File: src/rtl/arf_sequencer.sv
// arf_sequencer: multi-cycle PC/SP/AR command sequencer with stack memory handshake.
module arf_sequencer #(
  parameter logic [15:0] SP_LIMIT = 16'h0000,
  parameter logic [15:0] SP_BASE  = 16'hFFFF
) (
  input  logic        clk,
  input  logic        rst,
  input  logic        cmd_valid,
  output logic        cmd_ready,
  input  logic [2:0]  cmd_op,
  input  logic [15:0] cmd_data,
  output logic        done,
`ifdef ARF_SEQ_STACK_GUARD_EN
  output logic        err,
`endif
  output logic [15:0] rd_data,
  input  logic [15:0] arf_outc,
  output logic [31:0] arf_I,
  output logic [1:0]  arf_FunSel,
  output logic [2:0]  arf_RegSel,
  output logic [1:0]  arf_OutCSel,
  output logic [1:0]  arf_OutDSel,
  output logic        mem_req,
  output logic        mem_we,
  output logic [15:0] mem_wdata,
  input  logic        mem_ack,
  input  logic [15:0] mem_rdata
);
  localparam logic [2:0] IDLE = 3'd0, SP_PRE = 3'd1, MEM = 3'd2, SP_POST = 3'd3, LOAD = 3'd4, DONE = 3'd5;
  localparam logic [2:0] OP_INC = 3'd0, OP_JUMP = 3'd1, OP_PUSH = 3'd2, OP_POP = 3'd3;
  localparam logic [2:0] OP_CALL = 3'd4, OP_RET = 3'd5, OP_LDAR = 3'd6, OP_CLR = 3'd7;
  logic [2:0]  state, state_n, op;
  logic [15:0] data, load_val;
  logic        accept, reject, writes, in_push, in_pop;
  assign accept  = cmd_valid & cmd_ready;
  assign writes  = op == OP_PUSH || op == OP_CALL;
  assign in_push = cmd_op == OP_PUSH || cmd_op == OP_CALL;
  assign in_pop  = cmd_op == OP_POP || cmd_op == OP_RET;
`ifdef ARF_SEQ_STACK_GUARD_EN
  logic rej;
  assign reject = (in_push && arf_outc == SP_LIMIT) || (in_pop && arf_outc == SP_BASE);
  assign err    = done & rej;
  always_ff @(posedge clk)
    if (rst) rej <= 1'b0;
    else if (accept) rej <= reject;
`else
  assign reject = 1'b0;
`endif
  always_comb begin
    state_n = state;
    case (state)
      IDLE:    state_n = !accept ? IDLE : reject ? DONE : in_push ? MEM : in_pop ? SP_PRE : LOAD;
      SP_PRE:  state_n = MEM;
      MEM:     state_n = !mem_ack ? MEM : writes ? SP_POST : op == OP_POP ? DONE : LOAD;
      SP_POST: state_n = op == OP_CALL ? LOAD : DONE;
      LOAD:    state_n = DONE;
      default: state_n = IDLE;
    endcase
  end
  always_ff @(posedge clk) begin
    if (rst) begin
      state   <= IDLE;
      op      <= OP_INC;
      data    <= 16'h0000;
      rd_data <= 16'h0000;
    end else begin
      state <= state_n;
      if (accept) begin
        op   <= cmd_op;
        data <= cmd_data;
      end
      if (state == MEM && mem_ack && !writes) rd_data <= mem_rdata;
    end
  end
  assign load_val = op == OP_RET ? rd_data : data;
  always_comb begin
    cmd_ready   = state == IDLE;
    done        = state == DONE;
    mem_req     = state == MEM;
    mem_we      = mem_req & writes;
    mem_wdata   = !mem_we ? 16'h0000 : op == OP_CALL ? arf_outc : data;
    arf_OutCSel = (mem_req && op == OP_CALL) ? 2'b00 : 2'b01;
    arf_OutDSel = 2'b01;
    arf_RegSel  = (state == SP_PRE || state == SP_POST) ? 3'b010 :
                  state != LOAD ? 3'b000 :
                  op == OP_CLR ? 3'b111 : op == OP_LDAR ? 3'b001 : 3'b100;
    arf_FunSel  = state == SP_PRE ? 2'b01 : state == SP_POST ? 2'b00 :
                  state != LOAD ? 2'b10 :
                  op == OP_INC ? 2'b01 : op == OP_CLR ? 2'b11 : 2'b10;
    arf_I       = (state == LOAD && op != OP_INC && op != OP_CLR) ? {16'h0000, load_val} : 32'h0;
  end
endmodule
File: config.mk
export PLATFORM = sky130hd
export DESIGN_NAME = arf_sequencer
export DESIGN_NICKNAME = d
export VERILOG_FILES = /design/src/rtl/arf_sequencer.sv
export SDC_FILE = /design/constraint.sdc
export NUM_CORES = 1
export LEC_CHECK = 0
export ABC_AREA = 1
export CAP_MARGIN = 30
export CORE_UTILIZATION = 43
export DETAILED_ROUTE_END_ITERATION = 16
export GPL_ROUTABILITY_DRIVEN = 0
export MAX_ROUTING_LAYER = met4
export PLACE_DENSITY = 0.88
export SLEW_MARGIN = 15
export SYNTH_ARGS = -nofsm -noshare
export SYNTH_HDL_FRONTEND = slang
export SYNTH_SLANG_ARGS = --single-unit
File: constraint.sdc
create_clock -name clk -period 3.2 [get_ports clk]
set_clock_uncertainty 0.15 [all_clocks]
set_input_delay 0.48 -clock clk [delete_from_list [all_inputs] [get_ports clk]]
set_output_delay 0.48 -clock clk [all_outputs]
set_load 0.005 [all_outputs]
======== Word-level counts from Yosys, hierarchy flattened ========
Cells that the tools add are included.
word-level totals
  bits of input ports ..................... 55
  output and inout port bits .............. 77
  bits in registers ....................... 38
  word-level logic and storage cells ...... 58
cells by class
  multiplexer cells ....................... 22
  equal/unequal tests ..................... 17
  bitwise operators ....................... 2
  reduce and logical (&&, ||, !) cells .... 13
operators by type and width
  cell                count
  $mux 16             4
  $mux 3              9
  $eq 3x3->1 const B  8
  $eq 3x2->1 const B  6
  $pmux 3 s5          1
  $mux 2              4
  $logic_not 3->1     2
  $ne 3x3->1 const B  2
  $logic_and 1x1->1   5
  $logic_or 1x1->1    4
  $mux 1              4
  $eq 3x1->1 const B  1
  $reduce_bool 3->1   1
  $and 1x1->1         2
  $logic_not 1->1     1

======== Longest topological paths before layout ========
Gate-level depths: netlist (run 1).
  depth after elaboration ................. 6
  mapped depth ............................ 9
  depth with buffers taken out ............ 8

======== Worst setup path after synthesis (run 1) ========
Ideal clock, no wire load.
  path type ............................... register to output
  start point ............................. register op[2]
  end point ............................... output arf_I[0]
  cell stages (with the launch flop) ...... 8
  slack ................................... 1.408 ns
  data arrival time ....................... 1.162 ns
  path buffers ............................ 2
  required time ........................... 2.570 ns
  cell sequence ........................... dfxtp_1 buf_4 nand2_1 nor2_1 a21oi_2 nand3_2 buf_6 a21oi_2
on the way
  word-level cells in the longest chain between the ends .. 4
  elaborated cells on any way between the ends .. 7
  those cells by class .................... eq/ne (2); mux (2); reduce/logical (3)
RTL lines
  what                            line  text
  start: declaration              32    logic [2:0] state, state_n, op;
  start signal: assignment        69    op <= cmd_op;
  $reduce_bool 3->1               90    arf_I = (state == LOAD && op != OP_INC && op != OP_CLR) ? {16'h0000, load_val} : 32'h0;
  $logic_and 1x1->1 (2 in a row)  90
  $mux 16 (*)                     90
  end: declaration                18    output logic [31:0] arf_I,
Mark *: on every way between the ends. The rest lies on a longest branch, timed or not.

======== Final worst setup path (run 1) ========
  start point ............................. register op[2]
  end point ............................... output arf_I[15]
The elaborated chain is that of the path after synthesis.

==> impl_metrics.py, run 1 <==
metrics = {
    "run_status": {
        "run_status": "completed",
    },
    "routing": {
        "ant_nets": 0,
        "vias_per_cell": 5.01,
        "first_pass_iters": 4,
        "drc_errors": 0,
        "post_drt_wl_per_cell_um": 12.7,
        "wirelength_um": 7100,
        "vias": 2807,
        "dr.first_iter.drc_count": 144,
    },
    "global_routing": {
        "grt_usage_pct": 23.8,
        "grt_first_pass_wirelength_um": 11400,
        "met2_usage_pct": 43.2,
        "grt_start_max_net_pins": 40,
        "top_usage_layer": "met2",
        "use_met1_pct": 27.1,
        "grt_antenna_before_repair": 0,
        "grt_overflow": 0,
        "use_met3_pct": 4.07,
        "grt_pass1_vias": 2558,
    },
    "clock_tree": {
        "clkLatencyLatePin_ps": 280,
        "clk_pin_slew_ps": 70,
        "htreeDepth": 2,
        "clock-sinks": 38,
        "clockBufferDepth": 2,
        "cts_tree": "built",
        "postCtsSetupBuffers": 0,
        "numCtsBuffers": 5,
        "cts_root_buf": "clkbuf_8",
    },
    "final_layout": {
        "fin_nets": 544,
        "post-route-util_pct": 65.5,
        "final_cell_mix": "clkdlybuf4s50_1 (112), nand2_1 (87), inv_1 (46)",
        "layout_commonest_cell": "clkdlybuf4s50_1",
        "drive_above_1_share_pct": 6.97,
        "antenna_cells": 0,
        "syn2layout_area_growth_pct": 45.6,
        "stdcell_count": 560,
    },
    "placed_design": {
        "port_buffers": 112,
        "pre_cts_ws_ps": 479,
        "post-place-cells": 554,
        "dp_hpwl_um": 5480,
    },
    "logic_synthesis": {
        "yosysWarnings": 0,
        "syn-instance-count": 389,
        "ys_top_cells_by_area": "dfxtp_1 (31%), nand2_1 (13%), o21ai_0 (7.4%), inv_1 (6.9%), buf_4 (6.6%)",
        "synth_top_area_share_pct": 30.5,
        "synthesis.area_um2": 2490,
        "yosys_register_bits": 38,
        "ys_seq_area_share_pct": 30.5,
        "yosysTopAreaCell": "dfxtp_1",
        "syn_avg_cell_area_um2": 6.41,
        "synth_cell_types": 26,
    },
    "setup_path": {
        "crit_path_end_kind": "output port",
        "critPathKind": "reg -> out",
        "critPathLaunchType": "flip-flop",
        "cp_num_buf_inv": 2,
        "worstSetupStartpoint": "op[2]",
        "path_cells": "inv_1 -> a21oi_2 -> nand3_4 -> a21oi_1 -> clkdlybuf4s50_1",
        "critPathSlowestCell": "clkdlybuf4s50_1",
        "reg2reg_from": "op[2]",
        "worstPathArrival_ps": 2290,
        "cp_slowest_stage_delay_ps": 540,
        "crit_required_ps": 2570,
        "cp_max_fo": 16,
        "crit_family": "buffers and inverters",
    },
    "worst_hold_path": {
        "min_path_type": "reg -> reg",
        "hp-start": "data[4]",
    },
    "die": {
        "die_h_um": 78.1,
        "pin_count": 132,
        "fp.coreArea_um2": 5540,
        "die_area_um2": 6110,
        "fp.dieW_um": 78.1,
        "start_util_pct": 45.0,
        "core.rowCount": 27,
    },
    "timing": {
        "maxSlewHeadroom_pct": 62.5,
        "min_period_over_period_pct": 91.1,
        "min_period_ps": 2920,
        "hold_viol": 0,
        "tns_ps": 0,
        "rsz0062_at_grt": "false",
        "tightestPinTransition_ps": 561,
        "drv_slew": 0,
        "setup_slack_ps": 285,
        "fmax_mhz": 343,
        "setup_viol_count_final": 0,
    },
    "pwr": {
        "p_leak_uw": 0.00155,
        "powerDensity_nw_per_um2": 412,
        "vdd_drop_max_v": 0.000285,
        "power_uw": 1490,
    },
    "flow_run": {
        "maxCapViolations": 0,
    },
}
==> tightest hold or removal path, delay by kind of cell, from the launching register on <==
family                 cells  cell delay (ps)
AOI/OAI and AO/OA          1               50
DFF                        1              310
buffers and inverters      1               60
==> flip-flops by register name, summed over array words and instances (netlist names) <==
name,flops
rd_data,16
op,3
data,16
state,3
==> per-stage QoR <==
stage	area (µm²)	hold slack (ps)
after floorplan	2560	289
after global placement	3540	309
after detailed placement	3540	313
after CTS	3620	322
after global routing	3630	352
final	3630	317
==> final cells by class <==
cell class	instances	area, µm²
Clock buffer	6	82.6
Fill cell	530	1910
Inverter	53	199
Multi-Input combinational cell	275	1350
Sequential cell	38	761
Tap cell	72	90.1
Timing Repair Buffer	116	1150
==> cells in the mapped netlist, drive strengths merged <==
master,n
nand2,89
inv,52
nor2,41
a21oi,38
dfxtp,38
o21ai,38
buf,33
nand3b,16
nand4,16
nand3,14
clkbuf,7
conb,2
nor3,2
a31oi,1
clkinv,1
xnor2,1
==> kinds of logic after synthesis <==
| group | count (synthesis) | share of synthesized area, % |
|---|---|---|
| buffers and inverters | 93 | 18.4 |
| and+or+nand+nor | 178 | 33.3 |
| DFF | 38 | 30.5 |
| other | 2 | 0.301 |
| xor gates and xnor gates | 1 | 0.351 |
| AOI/OAI and AO/OA | 77 | 17.2 |
==> final timing paths <==
path	depth (start not counted)	end	slack, ps
hold / removal	2	data[4]	320
setup reg to reg	7	rd_data[15]	1250
setup / recovery	5	arf_I[15]	280
hold reg to reg	2	data[4]	320
==> report_power, final <==
group / internal [µW] / total, µW / switching (µW)
Combinational: 251 / 574 / 323
Sequential: 539 / 605 / 65.7
Clock: 166 / 316 / 150
Total: 956 / 1490 / 538
==> routing by layer <==
layer	up-vias	share of wire (%)
met5	-	0
met4	0	1.6
met3	13	6.0
met2	121	52
met1	1273	41
li1	1400	-
==> repair_timing <==
action / in CTS / in global routing
hold buffers: 0 / 0
endpoints found under the setup margin: 0 / 1
hold endpoints to repair: 0 / 0
gates resized for setup: 0 / 1
(Power assumes the default switching activity.)
==> inputs of run 2 (changes only) <==
- CORE_UTILIZATION: 43 -> 44
- CTS_BUF_LIST: not set -> sky130_fd_sc_hd__clkbuf_8
- PLACE_DENSITY: 0.88 -> 0.9
==> run 2 against run 1 <==
Net effect:
- die area fell by 2.2%
- final area up 0.72%
- via count is 0.39% higher
- combinational power decreased by 0.9%
- register-to-register slack about the same
- largest power group unchanged
==> impl_metrics.py, run 2 (synthesis gave the netlist of run 1 again) <==
metrics = {
    "clock_tree": {
        "clock-sinks": 38,
        "cts_tree": "built",
        "clockBufferDepth": 2,
        "cts_root_buf": "clkbuf_8",
        "postCtsSetupBuffers": 0,
        "cts_resized": 0,
        "clkLatencyLatePin_ps": 280,
        "cts_hold_buf": 0,
        "htreeDepth": 2,
        "numCtsBuffers": 5,
        "clk_pin_slew_ps": 80,
    },
    "global_routing": {
        "grt_overflow": 0,
        "grt_usage_pct": 24.4,
        "grt_start_max_net_pins": 40,
        "grt_first_pass_wirelength_um": 11500,
        "grt_pass1_vias": 2606,
        "grt_antenna_before_repair": 0,
    },
    "timing": {
        "tns_ps": 0,
        "hold_ws_ps": 337,
        "min_period_over_period_pct": 92.5,
        "tightestPinTransition_ps": 607,
        "setup_viol_count_final": 0,
        "hold_viol": 0,
        "maxSlewHeadroom_pct": 59.4,
        "drv_slew": 0,
        "fmax_mhz": 338,
        "min_period_ps": 2960,
        "rsz0062_at_grt": "false",
    },
    "setup_path": {
        "critPathLaunchType": "flip-flop",
        "critPathKind": "reg -> out",
        "crit_family": "buffers and inverters",
        "path_cells": "inv_1 -> a21oi_2 -> nand3_4 -> a21oi_1 -> clkdlybuf4s50_1",
        "crit_path_end_kind": "output port",
        "crit_required_ps": 2570,
        "critPathSlowestCell": "clkdlybuf4s50_1",
        "cp_max_fo": 16,
        "cp_slowest_stage_delay_ps": 560,
        "worstPathArrival_ps": 2330,
        "cp_num_buf_inv": 2,
    },
    "placed_design": {
        "port_buffers": 112,
        "dp_hpwl_um": 5470,
        "place_area_um2": 3540,
    },
    "pwr": {
        "switchingPower_uw": 551,
        "p_clk_share_pct": 25.2,
        "p_seq_share_pct": 38.6,
        "vdd_drop_max_v": 0.000261,
        "switching_share_pct": 35.1,
        "internal_power_uw": 1020,
        "powerDensity_nw_per_um2": 430,
        "combPwrFrac_pct": 36.2,
        "p_leak_uw": 0.00157,
    },
    "die": {
        "core.rowCount": 27,
        "die_area_um2": 5970,
        "pin_count": 132,
        "start_util_pct": 45.5,
        "fp.dieW_um": 77.3,
        "die_h_um": 77.3,
        "fp.coreArea_um2": 5470,
    },
    "final_layout": {
        "final_area_um2": 3650,
        "reg_top3": "data (16), rd_data (16)",
        "layout_commonest_cell": "clkdlybuf4s50_1",
        "syn2layout_area_growth_pct": 46.6,
        "antenna_cells": 0,
        "final_cell_mix": "clkdlybuf4s50_1 (112), nand2_1 (87), inv_1 (46)",
        "fill_cells": 478,
        "drive_above_1_share_pct": 7.35,
        "fin_nets": 544,
    },
    "routing": {
        "dr.first_iter.drc_count": 164,
        "ant_nets": 0,
        "vias": 2818,
        "drc_errors": 0,
        "vias_per_cell": 5.01,
        "post_drt_wl_per_cell_um": 12.4,
        "wirelength_um": 6990,
        "first_pass_iters": 4,
    },
    "flow_run": {
        "maxCapViolations": 0,
    },
    "worst_hold_path": {
        "min_path_type": "reg -> reg",
    },
    "run_status": {
        "run_status": "completed",
    },
}
## run 2: cell types whose count changed in the layout (fill, tap and decap cells not counted), sizes merged
cell / delta
bufinv: +1
clkbuf: -1
clkinv: +2
## run 2: layout make-up
class | instances | area [µm²] | share of cell area, %
Clock inverter | 3 | 40.0 | 1.10
Clock buffer | 5 | 68.8 | 1.88
Inverter | 53 | 199 | 5.44
Multi-Input combinational cell | 275 | 1350 | 36.8
Sequential cell | 38 | 761 | 20.8
Tap cell | 72 | 90.1 | 2.46
Timing Repair Buffer | 116 | 1150 | 31.5
## run 2: worst paths after layout
path | start | endpoint | slack (ps) | cells past startpoint
worst max register to register | op[2] | rd_data[1] | 1250 | 7
worst min register to register | data[5] | data[5] | 340 | 2
worst min-delay path | data[5] | data[5] | 340 | 2
worst max-delay path | op[2] | arf_I[11] | 240 | 5
## run 2: power groups by stage
stage | logic, µW | clock network, µW | registers (µW)
final | 569 | 395 | 606
after CTS | 564 | 400 | 604
after global routing | 635 | 428 | 615
after global placement | 543 | 0 | 615
after floorplan | 378 | 0 | 590
after detailed placement | 560 | 0 | 615
## run 2: metal layers
layer | vias up | global-route usage [%] | share of wire (%) | routed length, µm
met5 | - | - | 0 | 0
met4 | 0 | 10.2 | 2.7 | 190
met3 | 20 | 4.29 | 7.1 | 498
met2 | 134 | 41.4 | 49 | 3410
met1 | 1255 | 28.3 | 41 | 2890
li1 | 1409 | - | - | -
## run 2: metrics by stage
| step | cells | utilization, % | setup slack (ps) | total power [µW] |
|---|---|---|---|---|
| 2_1_floorplan | 406 | - | 1410 | 968 |
| 3_3_place_gp | 554 | 64.7 | 599 | 1160 |
| 3_5_place_dp | 554 | 64.7 | 489 | 1170 |
| 4_1_cts | 562 | 66.6 | 158 | 1570 |
| 5_1_grt | 562 | 66.8 | 90.5 | 1680 |
| 6_report | 562 | 66.8 | 239 | 1570 |
## run 2: worst min-delay path, cell delays in order, from the launching register on
cell	delay (ps)
dfxtp_1	320
inv_1	70
a21oi_1	50
==> inputs of run 3 (changes only) <==
- CAP_MARGIN: 30 -> 0
==> results of run 3 <==
The final DEF is identical to that of run 2; final timing and power are the same.
